--- src/rtl/adc8_conv_sequencer.sv ---
// CONVST/EOC handshake master for an 8-bit parallel ADC: periodic conversion start,
// EOC-synchronized capture, block averaging, plus sticky timeout/overrun flags.
module adc8_conv_sequencer #(
    parameter int SAMPLE_PERIOD = 1000,
    parameter int CONVST_WIDTH  = 10,
    parameter int TIMEOUT       = 500,
    parameter int AVG_LOG2      = 2,
    parameter int N_BIT         = 8
) (
    input  logic             i_CLK,
    input  logic             i_RST,
    input  logic             i_enable,
    input  logic [N_BIT-1:0] i_ADC_DATA,
    input  logic             i_EOC,
    output logic             o_CONVST,
    output logic [N_BIT-1:0] o_data,
    output logic             o_valid,
    output logic [N_BIT-1:0] o_avg,
    output logic             o_avg_valid,
    output logic             o_busy,
    output logic             o_timeout,
    output logic             o_overrun
);
    localparam int PW       = (SAMPLE_PERIOD > 1) ? $clog2(SAMPLE_PERIOD) : 1;
    localparam int STEP_MAX = (CONVST_WIDTH > TIMEOUT) ? CONVST_WIDTH : TIMEOUT;
    localparam int SW       = $clog2(STEP_MAX + 1);
    localparam int AW       = N_BIT + AVG_LOG2;
    localparam int CW       = AVG_LOG2 + 1;
    localparam logic [CW-1:0] BLOCK = CW'(1 << AVG_LOG2);

    typedef enum logic [1:0] {S_IDLE, S_START, S_WAIT_EOC, S_CAPTURE} state_e;

    state_e            state_q, state_d;
    logic [SW-1:0]     step_q, step_d;
    logic [PW-1:0]     per_q, per_d;
    logic              eoc_s1_q, eoc_s2_q, eoc_prev_q;
    logic [AW-1:0]     acc_q, acc_d, sum;
    logic [CW-1:0]     cnt_q, cnt_d, cnt_inc;
    logic [N_BIT-1:0]  data_q, avg_q, avg_d;
    logic              conv_q, valid_q, avg_vld_q, avg_vld_d, busy_q;
    logic              timeout_q, timeout_d, overrun_q, overrun_d;
    logic              tick, eoc_fall, capture;

    assign tick     = i_enable && (per_q == '0);
    assign eoc_fall = eoc_prev_q && !eoc_s2_q;
    assign per_d    = (!i_enable || per_q == PW'(SAMPLE_PERIOD - 1)) ? '0 : per_q + 1'b1;

    always_comb begin
        state_d   = state_q;
        step_d    = (state_q == S_IDLE) ? '0 : step_q + 1'b1;
        timeout_d = timeout_q;
        overrun_d = overrun_q | (tick & (state_q != S_IDLE));
        capture   = 1'b0;
        if (!i_enable) begin
            state_d = S_IDLE;
        end else begin
            unique case (state_q)
                S_IDLE:     if (tick) state_d = S_START;
                S_START:    if (step_q == SW'(CONVST_WIDTH - 1)) state_d = S_WAIT_EOC;
                S_WAIT_EOC: begin
                    // A falling edge on the final wait cycle still counts as a conversion.
                    if (eoc_fall) begin
                        state_d = S_CAPTURE;
                    end else if (step_q == SW'(TIMEOUT - 1)) begin
                        state_d   = S_IDLE;
                        timeout_d = 1'b1;
                    end
                end
                S_CAPTURE: begin
                    capture = 1'b1;
                    state_d = S_IDLE;
                end
                default: state_d = S_IDLE;
            endcase
        end
        if (state_d != state_q) step_d = '0;

        sum       = acc_q + AW'(i_ADC_DATA);
        cnt_inc   = cnt_q + 1'b1;
        acc_d     = acc_q;
        cnt_d     = cnt_q;
        avg_d     = avg_q;
        avg_vld_d = 1'b0;
        if (!i_enable) begin
            acc_d = '0;
            cnt_d = '0;
        end else if (capture) begin
            if (cnt_inc == BLOCK) begin
                avg_d     = sum[AW-1:AVG_LOG2];
                avg_vld_d = 1'b1;
                acc_d     = '0;
                cnt_d     = '0;
            end else begin
                acc_d = sum;
                cnt_d = cnt_inc;
            end
        end
    end

    always_ff @(posedge i_CLK or posedge i_RST) begin
        if (i_RST) begin
            state_q    <= S_IDLE;
            step_q     <= '0;
            per_q      <= '0;
            eoc_s1_q   <= 1'b1;
            eoc_s2_q   <= 1'b1;
            eoc_prev_q <= 1'b1;
            acc_q      <= '0;
            cnt_q      <= '0;
            data_q     <= '0;
            avg_q      <= '0;
            conv_q     <= 1'b0;
            valid_q    <= 1'b0;
            avg_vld_q  <= 1'b0;
            busy_q     <= 1'b0;
            timeout_q  <= 1'b0;
            overrun_q  <= 1'b0;
        end else begin
            state_q    <= state_d;
            step_q     <= step_d;
            per_q      <= per_d;
            eoc_s1_q   <= i_EOC;
            eoc_s2_q   <= eoc_s1_q;
            eoc_prev_q <= eoc_s2_q;
            acc_q      <= acc_d;
            cnt_q      <= cnt_d;
            if (capture) data_q <= i_ADC_DATA;
            avg_q      <= avg_d;
            conv_q     <= (state_d == S_START);
            valid_q    <= capture;
            avg_vld_q  <= avg_vld_d;
            busy_q     <= (state_d != S_IDLE);
            timeout_q  <= timeout_d;
            overrun_q  <= overrun_d;
        end
    end

    assign o_CONVST    = conv_q;
    assign o_data      = data_q;
    assign o_valid     = valid_q;
    assign o_avg       = avg_q;
    assign o_avg_valid = avg_vld_q;
    assign o_busy      = busy_q;
    assign o_timeout   = timeout_q;
    assign o_overrun   = overrun_q;
endmodule

--- config.mk ---
export PLATFORM = sky130hd
export DESIGN_NAME = adc8_conv_sequencer
export DESIGN_NICKNAME = d
export VERILOG_FILES = /design/src/rtl/adc8_conv_sequencer.sv
export SDC_FILE = /design/constraint.sdc
export NUM_CORES = 1
export LEC_CHECK = 0
export ABC_AREA = 1
export CAP_MARGIN = 20
export CORE_ASPECT_RATIO = 1.5
export CORE_MARGIN = 5
export CORE_UTILIZATION = 36
export DETAILED_ROUTE_END_ITERATION = 10
export SLEW_MARGIN = 10
export SYNTH_ARGS = -nofsm -noshare
export SYNTH_HDL_FRONTEND = slang
export SYNTH_SLANG_ARGS = --single-unit
export TNS_END_PERCENT = 5
--- constraint.sdc ---
create_clock -name i_CLK -period 2.9 [get_ports i_CLK]
set_input_delay 0.435 -clock i_CLK [delete_from_list [all_inputs] [get_ports i_CLK]]
set_output_delay 0.435 -clock i_CLK [all_outputs]
set_load 0.005 [all_outputs]
* Word-level counts from Yosys, hierarchy flattened
Cells that the tools add are included.
** Storage, ports and cells
- Output and inout port bits :: 22
- Register bits :: 59
- Logic and storage cells :: 64
** Operators by class
- Bitwise operators :: 3
- Mux-type cells :: 20
- Reductions and logical operators :: 11
- Equal/unequal tests :: 10
- Add/sub/neg operators :: 4
** Operators by type and width (number)
- $mux 10 :: 4
- $mux 9 :: 2
- $add 10x1->10 const B :: 1
- $add 10x8->10 :: 1
- $eq 10x10->1 const B :: 1
- $logic_not 10->1 :: 1
- $mux 2 :: 5
- $add 9x1->9 const B :: 1
- $eq 9x4->1 const B :: 1
- $eq 9x9->1 const B :: 1
- $mux 3 :: 3
- $pmux 2 s4 :: 1
- $mux 1 :: 5
- $eq 2x1->1 const B :: 2
- $eq 2x2->1 const B :: 2
- $reduce_and 4->1 :: 1
- $reduce_bool 2->1 :: 2
- $add 3x1->3 const B :: 1
- $eq 3x3->1 const B :: 1
- $reduce_and 3->1 :: 1
- $logic_and 1x1->1 :: 2
- $logic_not 1->1 :: 2
- $logic_not 2->1 :: 1
- $ne 2x1->1 const B :: 1
- 5 further kinds :: 5

* Depth between registers and ports, before layout
Gate-level depths: netlist of the first run.
- Depth after elaboration :: 7
- Depth in mapped cells :: 10

* Least setup slack after synthesis of the first run
OpenSTA, ideal clock, no wires.
- Path kind :: in2reg
- Start point :: input i_ADC_DATA[0]
- End point :: register acc_q[6]
- Data arrival time :: 1637 ps
- Slack :: 1146 ps
- Required time :: 2783 ps
- Path buffers :: 0
- Cell stages on the path :: 8
- Cells stage by stage :: ha_1 > inv_1 > fa_1 > o21ai_2 > a21oi_1 > or2_1 > nand3_1 > nand2_1
** On the way
- Word-level cells in the longest chain between the ends :: 4
** RTL lines
- start: declaration :: line 13 : input logic [N_BIT-1:0] i_ADC_DATA,
- $add 10x8->10 :: line 78 : sum = acc_q + AW'(i_ADC_DATA);
- $mux 10 :: line 88 : if (cnt_inc == BLOCK) begin
- $mux 10 :: line 87 : end else if (capture) begin
- $mux 10 :: line 84 : if (!i_enable) begin
- end signal: assignment :: line 108 : acc_q <= '0;
- end signal: assignment :: line 125 : acc_q <= acc_d;
- end: declaration :: line 37 : logic [AW-1:0] acc_q, acc_d, sum;
Every way passes these cells. The select of a mux whose other input is x is not followed.
A chain may end at the register's enable or synchronous reset.

* Worst setup path in the final report of the first run
- Start point :: input i_ADC_DATA[0]
- End point :: register avg_q[4] (netlist: o_avg[4])
** On the way
- Word-level cells in the longest chain between the ends :: 1
** RTL lines
- $add 10x8->10 :: line 78
- end signal: assignment :: line 128 : avg_q <= avg_d;
- end: declaration :: line 39 : logic [N_BIT-1:0] data_q, avg_q, avg_d;
Every way passes these cells.

==> results of run 1 <==
[where the power goes]
| group | switching [W] | total, W | internal (W) |
|---|---|---|---|
| registers | 0.0000161 | 0.000867 | 0.000851 |
| logic | 0.0000777 | 0.000148 | 0.0000708 |
| clock network | 0.000362 | 0.00116 | 0.000797 |
| total | 0.000456 | 0.00217 | 0.00172 |
[path summary, 6_finish.rpt]
kind | startpoint | to | slack (ps) | depth (start not counted)
worst max register to register | acc_q[0] | o_avg[4] | 1050 | 8
worst max-delay path | i_ADC_DATA[0] | o_avg[4] | 810 | 9
max in group asynchronous | i_RST | eoc_s2_q | 2010 | 3
min in group i_CLK | eoc_s1_q | eoc_s2_q | 360 | 0
worst min register to register | eoc_s1_q | eoc_s2_q | 360 | 0
worst min-delay path | i_RST | o_avg_valid | 330 | 2
[sequential cells by signal (all words and copies together) (netlist names), 2 cells and up]
register	cells
acc_q	10
cnt_q	3
o_avg	8
o_data	8
per_q	10
state_q	2
step_q	9
[cell usage after synthesis (all sizes together)]
cell / n / share of area (%)
nor3b: 1 / 0.25
nand2: 97 / 12
o22ai: 1 / 0.21
a21oi: 6 / 0.99
dfrtp: 56 / 46
nor2: 46 / 7.3
ha: 15 / 6.2
nand3: 28 / 4.8
dfstp: 3 / 2.6
xor2: 9 / 2.6
nand4: 3 / 0.62
inv: 48 / 6.2
a22o: 3 / 0.87
xnor2: 4 / 1.2
nor3: 1 / 0.33
o41ai: 1 / 0.91
o21ai: 14 / 2.4
a21boi: 1 / 0.25
fa: 1 / 0.66
nand3b: 1 / 0.25
buf: 3 / 0.70
or2: 2 / 0.41
o211ai: 1 / 0.25
a31oi: 1 / 0.21
o21bai: 3 / 0.75
o31ai: 1 / 0.25
[through the flow]
stage | setup WS [ps] | total power, W | std cells | instance area [sq um] | utilization [%]
finish | 813.2 | 0.002175 | 504 | 3812 | 45.87
global route | 708.1 | 0.002262 | 504 | 3812 | 45.87
CTS | 828.7 | 0.002206 | 504 | 3812 | 45.87
detailed placement | 481.3 | 0.001034 | 488 | 3483 | 41.92
global placement | 522.6 | 0.001031 | 488 | 3483 | 41.92
floorplan | 1014 | 0.0009565 | 350 | 3020 | -
[layer usage]
metal	up-vias	track usage (%)	routed length, microns
met2	42	22.70	3269
met5	-	0	0
met1	1100	15.44	2702
li1	1194	-	-
met3	15	4.263	224
met4	0	7.228	204
[area by class of cell]
class	instances	share of cell area, %
clock inverters	4	1.904
well taps	107	3.512
inverters	48	4.923
multi-input cells	240	34.92
clock buffers	12	6.728
repair buffers	34	9.189
flip-flops and latches	59	38.83
[kinds of logic (layout without fill, tap and decap cells)]
family / Yosys count / after routing / share of synthesized area, %
flip-flops: 59 / 59 / 49.01
XOR/XNOR: 13 / 13 / 3.770
AO/OA/AOI/OAI: 32 / 32 / 7.126
adder cells (fa/ha/maj): 16 / 16 / 6.877
AND/OR/NAND/NOR: 179 / 179 / 26.31
buffers and inverters: 51 / 98 / 6.918
==> reports/qor.txt, run 1 <==
Largest net degree at the start of global routing = 54
Clk slew on worst S/H paths = 50 ps
Most common cell after layout, fill and taps aside = nand2_1
Footprint of the multi-input gates = 1331 sq um
Clk Tree Root Cell = clkbuf_16
# port buffers = 33
PostCTS Resize Cnt = 0
Wire per inst = 12.70 microns
Top Family by Delay on Critical Path = adder cells
First-iteration detailed-routing DRC count = 91
Die Wd = 84.79 microns
Max cap viols = 0
Relative slew margins = 63.47%
Area grow syn2layout = 26.22%
Initial antenna violation count = 0
Num rows = 41
Post-Syn Area = 3020 sq um
Clock Skews = 4.080 ps
Crit path kind = primary input to flop
GPL Wtd Cong = 0.9071
Initial core utilization = 36.34%
Ant diodes = 0
All-Layer GR Usage = 13.59%
Crit end category = flop
Maximum VDD drop = 346.2 uV
Final setup fails = 0
CP Cell Sequence = clkdlybuf4s50_1 > ha_1 > inv_1 > fa_1 > o21ai_2 > a21oi_1 > or2_1 > nand3_1 > nand2_1
Tmin final = 2087 ps
Final period utilization = 71.96%
PD cells = 570.4 nW/um^2
DP HPWL = 4723 microns
Pins Over Slew Limit = 0
Critical path required time = 3110 ps
Layout cells sized above 1 = 8.816%
Die Span Y = 122.2 microns
CP arrival = 2300 ps
Outcome = completed
Vias in the first global route = 2,364
Clock Sinks = 59
# fillers = 814
Buf/Inv on CP = 2
GRT overflow = 0
Type of the most critical hold path = primary input to async pin
Final-report hold violation count = 0
Die area = 10,360 sq um
Hold WS = 331.3 ps
Synth Warn # = 0
First-pass GRT wire length = 10,960 microns
Post-CTS Setup Inserts = 0
Gate Count Post-Synth = 350
Routed WL = 6401 microns
Sequential-to-total area share from yosys stat = 49.01%
Hold-fix buffers, CTS = 0
Post-synthesis cell type count = 34
Flops & latches, synth = 59
Setup TNS = 0 ps
CTS tree = built
Pin slew with the least headroom to its limit = 546.1 ps
Worst-path fanout max = 3
Vias = 2,351
Clock latency on the worst-skew pair = 320 ps
Syn nets = 378
Post-route ant nets = 0
First-pass iteration count of the detailed router = 4
Slowest CP cell = clkdlybuf4s50_1
Cts bufs inserted = 9
Leakage = 1.888 nW
Total number of H-tree levels = 3
Drc violations = 0
Post-DR vias/cell = 4.665
Sequential cell area = 1480 sq um
Total core area = 8310 sq um
Fmax = 0.4792 GHz
Crit path largest cell delay = 480 ps
I/O pin count = 34
Commonest cells after routing, fill and taps aside = 94 x nand2_1, 56 x dfrtp_1, 43 x nor2_1
Clk buf depth = 2
Syn_area_per_cell = 8.630 sq um
Startpoint types = primary input
Final nets = 420
RSZ-0062 raised after global routing = no
(Power assumes the default switching activity.)
==> inputs of run 2 (changes only) <==
==> constraint.sdc (replaced) <==
create_clock -name i_CLK -period 1.9 [get_ports i_CLK]
set_input_delay 0.285 -clock i_CLK [delete_from_list [all_inputs] [get_ports i_CLK]]
set_output_delay 0.285 -clock i_CLK [all_outputs]
set_load 0.005 [all_outputs]
==> run 2 against run 1 <==
- via count increased by 4.6%
- first-iteration DRC count decreased by 6.6%
- global-route usage increased by 0.19 points
- clock-buffer cell count decreased by 3
- clock skew about the same
- highest routed layer unchanged
- clock power increased by 24%
- sequential cell count unchanged
- total power increased by 39%
- non-clock buffer count increased by 27
- largest cell class unchanged
- sequential power increased by 52%
- largest power group unchanged
==> reports/qor.txt, run 2 (same netlist as run 1, synthesis figures left out) <==
First-pass iteration count of the detailed router = 5 (was 4)
DP HPWL = 5021 microns (was 4723 microns)
Clock Sinks = 59 (unchanged)
Commonest cells after routing, fill and taps aside = 94 x nand2_1, 56 x dfrtp_1, 43 x nor2_1 (unchanged)
First-iteration detailed-routing DRC count = 85 (was 91)
Post-DR vias/cell = 4.631 (was 4.665)
Clk buf depth = 2 (unchanged)
I/O pin count = 34 (unchanged)
CP Cell Sequence = clkdlybuf4s50_1 > ha_1 > inv_1 > o21ai_0 > a21boi_0 > nand4_1 > nand3_1 > nand2_1 (was clkdlybuf4s50_1 > ha_1 > inv_1 > fa_1 > o21ai_2 > a21oi_1 > or2_1 > nand3_1 > nand2_1)
Met1 GRT Util = 14.13% (was 15.44%)
Ant diodes = 0 (unchanged)
Die Span Y = 122.2 microns (unchanged)
Setup TNS = 0 ps (unchanged)
Die area = 10,360 sq um (unchanged)
Outcome = completed (unchanged)
Maximum VDD drop = 442.2 uV (was 346.2 uV)
CTS tree = built (unchanged)
Startpoint types = primary input (unchanged)
Die Wd = 84.79 microns (unchanged)
Slowest CP cell = clkdlybuf4s50_1 (unchanged)
M3 GR Usage = 3.992% (was 4.263%)
Hold-fix buffers, CTS = 0 (unchanged)
Total power = 0.003024 W (was 0.002175 W)
Final period utilization = 93.93%
Cts bufs inserted = 9 (unchanged)
Placed instance area = 3711 sq um (was 3483 sq um)
Crit path kind = primary input to flop (unchanged)
Leakage = 1.991 nW (was 1.888 nW)
Layout cells sized above 1 = 15.09% (was 8.816%)
Total number of H-tree levels = 3 (unchanged)
Worst-path fanout max = 3 (unchanged)
Num rows = 41 (unchanged)
Hold WS = 320.9 ps (was 331.3 ps)
GRT overflow = 0 (unchanged)
# port buffers = 33 (unchanged)
First-pass GRT wire length = 11,290 microns (was 10,960 microns)
CP arrival = 2000 ps (was 2300 ps)
PD cells = 759.0 nW/um^2 (was 570.4 nW/um^2)
Final nets = 447 (was 420)
Vias in the first global route = 2,562 (was 2,364)
Total core area = 8310 sq um (unchanged)
Relative slew margins = 62.11% (was 63.47%)
Area grow syn2layout = 31.90% (was 26.22%)
Critical path required time = 2110 ps (was 3110 ps)
Pins Over Slew Limit = 0 (unchanged)
Pin slew with the least headroom to its limit = 566.4 ps (was 546.1 ps)
PostCTS Resize Cnt = 0 (unchanged)
Max cap viols = 0 (unchanged)
Tmin final = 1785 ps
RSZ-0062 raised after global routing = no (unchanged)
Final setup fails = 0 (unchanged)
Largest net degree at the start of global routing = 24 (was 54)
Fin area = 3984 sq um (was 3812 sq um)
Final-report hold violation count = 0 (unchanged)
Initial core utilization = 36.34% (unchanged)
Routed WL = 6499 microns (was 6401 microns)
Crit end category = flop (unchanged)
GPL Wtd Cong = 0.8894 (was 0.9071)
Most common cell after layout, fill and taps aside = nand2_1 (unchanged)
Type of the most critical hold path = primary input to async pin (unchanged)
Buf/Inv on CP = 2 (unchanged)
Clk Tree Root Cell = clkbuf_16 (unchanged)
Clock Skews = 4.119 ps (was 4.080 ps)
Clock latency on the worst-skew pair = 330 ps (was 320 ps)
Crit path largest cell delay = 450 ps (was 480 ps)
All-Layer GR Usage = 13.78% (was 13.59%)
Fmax = 0.5603 GHz
# fillers = 811 (was 814)
Vias = 2,459 (was 2,351)
Post-route ant nets = 0 (unchanged)
GR peak layer = met2 (unchanged)
Clk slew on worst S/H paths = 50 ps (about the same)
Initial antenna violation count = 0 (unchanged)
GRT met2 Usage = 25.49% (was 22.70%)
Top Family by Delay on Critical Path = buffers and inverters (was adder cells)
Drc violations = 0 (unchanged)
Post-CTS Setup Inserts = 0 (unchanged)
Wire per inst = 12.24 microns (was 12.70 microns)
Regs by FF count = acc_q (10), per_q (10), step_q (9) (unchanged)
## run 2: cell count changes in the layout (fill, tap and decap cells not counted), sizes merged
cell / delta
clkinvlp: +3
clkinv: +2
buf: +27
bufinv: -2
clkbuf: -3
## run 2: per-layer routing
layer | part of all wire [%] | vias to the layer above | wire length (microns)
li1 | - | 1244 | -
met1 | 39 | 1159 | 2512
met2 | 55 | 45 | 3577
met3 | 3.7 | 11 | 238
met4 | 2.6 | 0 | 171
met5 | 0 | - | 0
## run 2: where the power goes
part,internal (W),leakage [nW],switching (W),total (W)
registers,0.00130,0.781,0.0000235,0.00132
logic,0.000139,1.09,0.000125,0.000264
clock network,0.000872,0.123,0.000565,0.00144
## run 2: final timing paths
path | start | to | slack (ps) | cells past startpoint
worst max-delay path | i_ADC_DATA[6] | o_avg[7] | 120 | 8
worst min-delay path | i_RST | o_avg[3] | 320 | 2
worst max register to register | acc_q[6] | o_avg[7] | 170 | 7
worst min register to register | eoc_s1_q | eoc_s2_q | 360 | 0
max in group asynchronous | i_RST | per_q[0] | 1040 | 3
min in group i_CLK | eoc_s1_q | eoc_s2_q | 360 | 0
## run 2: area by class of cell
cell class                 count  area (sq um)  share of cell area (%)
multi-input combinational    240          1334                   33.48
clock inverter                 7         45.04                   1.131
clock buffer                   9         225.2                   5.653
tap                          107         133.9                   3.361
inverter                      48         187.7                   4.711
sequential                    59          1480                   37.15
timing repair buffer          61         578.1                   14.51
## run 2: metrics by stage
stage | setup slack [ps] | std cells | utilization (%)
2_1_floorplan | 163.6 | 350 | -
3_3_place_gp | -282.4 | 515 | 44.66
3_5_place_dp | -309.5 | 515 | 44.66
4_1_cts | 38.46 | 531 | 47.91
5_1_grt | 28.42 | 531 | 47.94
6_report | 115.3 | 531 | 47.94
==> inputs of run 3 (changes only) <==
--- a/config.mk
+++ b/config.mk
@@ -6,11 +6,12 @@
 export NUM_CORES = 1
 export LEC_CHECK = 0
 export ABC_AREA = 1
-export CAP_MARGIN = 20
+export CAP_MARGIN = 0
 export CORE_ASPECT_RATIO = 1.5
 export CORE_MARGIN = 5
-export CORE_UTILIZATION = 36
+export CORE_UTILIZATION = 51
 export DETAILED_ROUTE_END_ITERATION = 10
+export PLACE_DENSITY = 0.76
 export SLEW_MARGIN = 10
 export SYNTH_ARGS = -nofsm -noshare
 export SYNTH_HDL_FRONTEND = slang
==> run 3 against run 2 <==
- core utilization is 18 points higher
- sequential cell count did not move
- fmax increased by 3.5%
- combinational power is 2% lower
- register-to-register slack improved by 40 ps
- routed wire length is 1.8% lower
- clock skew grew 4.4 ps
- clock-buffer cell count up 4
- non-clock buffer count is 4 lower
- critical path type unchanged
==> reports/qor.txt, run 3 (same netlist as run 1, synthesis figures left out) <==
Outcome = completed (unchanged)
Pins Over Slew Limit = 0 (unchanged)
CP arrival = 1940 ps (was 2000 ps)
Fmax = 0.5798 GHz (was 0.5603 GHz)
Clk Tree Root Cell = clkbuf_8 (was clkbuf_16)
PD cells = 705.6 nW/um^2 (was 759.0 nW/um^2)
Die Span Y = 104.3 microns (was 122.2 microns)
Crit path kind = primary input to flop (unchanged)
GPL Wtd Cong = 0.9260 (was 0.8894)
First-pass GRT wire length = 11,440 microns (was 11,290 microns)
Vias in the first global route = 2,630 (was 2,562)
Leakage = 1.955 nW (was 1.991 nW)
Setup TNS = 0 ps (unchanged)
R2R depth = 8 (was 7)
First-iteration detailed-routing DRC count = 151 (was 85)
Post-CTS Setup Inserts = 0 (unchanged)
All-Layer GR Usage = 19.14% (was 13.78%)
Area grow syn2layout = 27.09% (was 31.90%)
Most common cell after layout, fill and taps aside = nand2_1 (unchanged)
Startpoint types = primary input (unchanged)
Type of the most critical hold path = primary input to flop (was primary input to async pin)
Hold Path Stages = 3
Crit path largest cell delay = 450 ps (about the same)
Total number of H-tree levels = 3 (unchanged)
I/O pin count = 34 (unchanged)
Cts bufs inserted = 9 (unchanged)
Placed Cells = 476 (was 515)
Relative slew margins = 64.55% (was 62.11%)
Switching Share = 22.42% (was 23.61%)
Comb power frac = 9.6% (was 8.7%)
Final nets = 443 (was 447)
Largest net degree at the start of global routing = 25 (was 24)
Final period utilization = 90.78% (was 93.93%)
Final setup fails = 0 (unchanged)
Slowest CP cell = clkdlybuf4s50_1 (unchanged)
CTS tree = built (unchanged)
Initial core utilization = 52.21% (was 36.34%)
Die Wd = 72.84 microns (was 84.79 microns)
Total core area = 5786 sq um (was 8310 sq um)
Placed instance area = 3637 sq um (was 3711 sq um)
Final-report hold violation count = 0 (unchanged)
Reg power frac = 48.8% (was 43.7%)
Ant diodes = 0 (unchanged)
GRT overflow = 0 (unchanged)
Max cap viols = 0 (unchanged)
Initial antenna violation count = 0 (unchanged)
First-pass iteration count of the detailed router = 4 (was 5)
Die area = 7593 sq um (was 10,360 sq um)
Commonest cells after routing, fill and taps aside = 94 x nand2_1, 56 x dfrtp_1, 43 x nor2_1 (unchanged)
Wire per inst = 13.00 microns (was 12.24 microns)
Regs by FF count = acc_q (10), per_q (10), step_q (9) (unchanged)
RSZ-0062 raised after global routing = no (unchanged)
PostCTS Resize Cnt = 0 (unchanged)
Critical path required time = 2120 ps (was 2110 ps)
# port buffers = 33 (unchanged)
DP HPWL = 4938 microns (was 5021 microns)
Tmin final = 1725 ps (was 1785 ps)
Num rows = 34 (was 41)
Worst-path fanout max = 4 (was 3)
Most used cell, CP = nand2_1
CP Cell Sequence = clkdlybuf4s50_1 > ha_1 > nand2_1 > o21ai_1 > nand3_1 > nand2_1 > nand2_1 > nand3_1 > nand2_1 (was clkdlybuf4s50_1 > ha_1 > inv_1 > o21ai_0 > a21boi_0 > nand4_1 > nand3_1 > nand2_1)
Post-DR vias/cell = 5.055 (was 4.631)
Clock network power share = 41.6% (was 47.5%)
Drc violations = 0 (unchanged)
Fin area = 3839 sq um (was 3984 sq um)
Clk slew on worst S/H paths = 70 ps (was 50 ps)
Finished Layout Cells = 491 (was 531)
Clk buf depth = 2 (unchanged)
Vias = 2,482 (was 2,459)
Int Pwr = 0.002101 W (was 0.002310 W)
Post-route ant nets = 0 (unchanged)
Clock Sinks = 59 (unchanged)
Clock latency on the worst-skew pair = 330 ps (about the same)
Switching power = 0.0006072 W (was 0.0007139 W)
Routed WL = 6385 microns (was 6499 microns)
Crit end category = flop (unchanged)
Pin slew with the least headroom to its limit = 529.9 ps (was 566.4 ps)
Layout cells sized above 1 = 13.84% (was 15.09%)
Hold-fix buffers, CTS = 0 (unchanged)
Clock Skews = 8.488 ps (was 4.119 ps)
Total power = 0.002709 W (was 0.003024 W)
Maximum VDD drop = 921.1 uV (was 442.2 uV)
[run 3: area by class of cell]
| type | instances | area, sq um |
|---|---|---|
| inverters | 48 | 187.7 |
| repair buffers | 57 | 550.5 |
| fillers | 491 | 1947 |
| clock buffers | 13 | 158.9 |
| multi-input cells | 240 | 1336 |
| well taps | 72 | 90.09 |
| flip-flops and latches | 59 | 1480 |
| clock inverters | 2 | 35.03 |
[run 3: worst paths after layout]
path                                   end  slack [ps]           from
worst max-delay path              o_avg[3]         180  i_ADC_DATA[2]
max in group asynchronous       eoc_prev_q        1060          i_RST
worst max register to register    o_avg[3]         210       acc_q[2]
worst min register to register    eoc_s2_q         360       eoc_s1_q
min in group asynchronous         o_avg[3]         300          i_RST
worst min-delay path             o_data[0]         230  i_ADC_DATA[0]
[run 3: power groups by stage]
stage | registers [W] | logic [W] | clock network [W]
after floorplan | 0.00134 | 0.000117 | 0
after global placement | 0.00134 | 0.000259 | 0
after detailed placement | 0.00135 | 0.000263 | 0
after CTS | 0.00132 | 0.000265 | 0.00116
after global routing | 0.00133 | 0.000291 | 0.00121
final | 0.00132 | 0.000259 | 0.00113
[run 3: worst max-delay path: cells and delay by family]
kind	cells	cell delay (ps)
AOI/OAI and AO/OA	1	240
buffers and inverters	1	450
and+or+nand+nor	6	590
adders and majority gates	1	370
[run 3: metrics by stage]
step | setup slack (ps) | util [%] | hold WS, ps
6_report | 175.1 | 66.35 | 234.5
3_5_place_dp | -288.9 | 62.87 | 347.2
3_3_place_gp | -279.2 | 62.87 | 345.6
5_1_grt | 77.79 | 66.35 | 276.5
4_1_cts | 48.61 | 66.22 | 302.2
2_1_floorplan | 163.6 | - | 289.5
[run 3: routing by layer]
layer,global-route usage [%],vias to the layer above,share of wire (%)
met5,0,-,0
met4,9.763,0,3.6
met3,4.932,18,3.5
met2,33.98,50,56
met1,20.04,1182,37
li1,-,1232,-
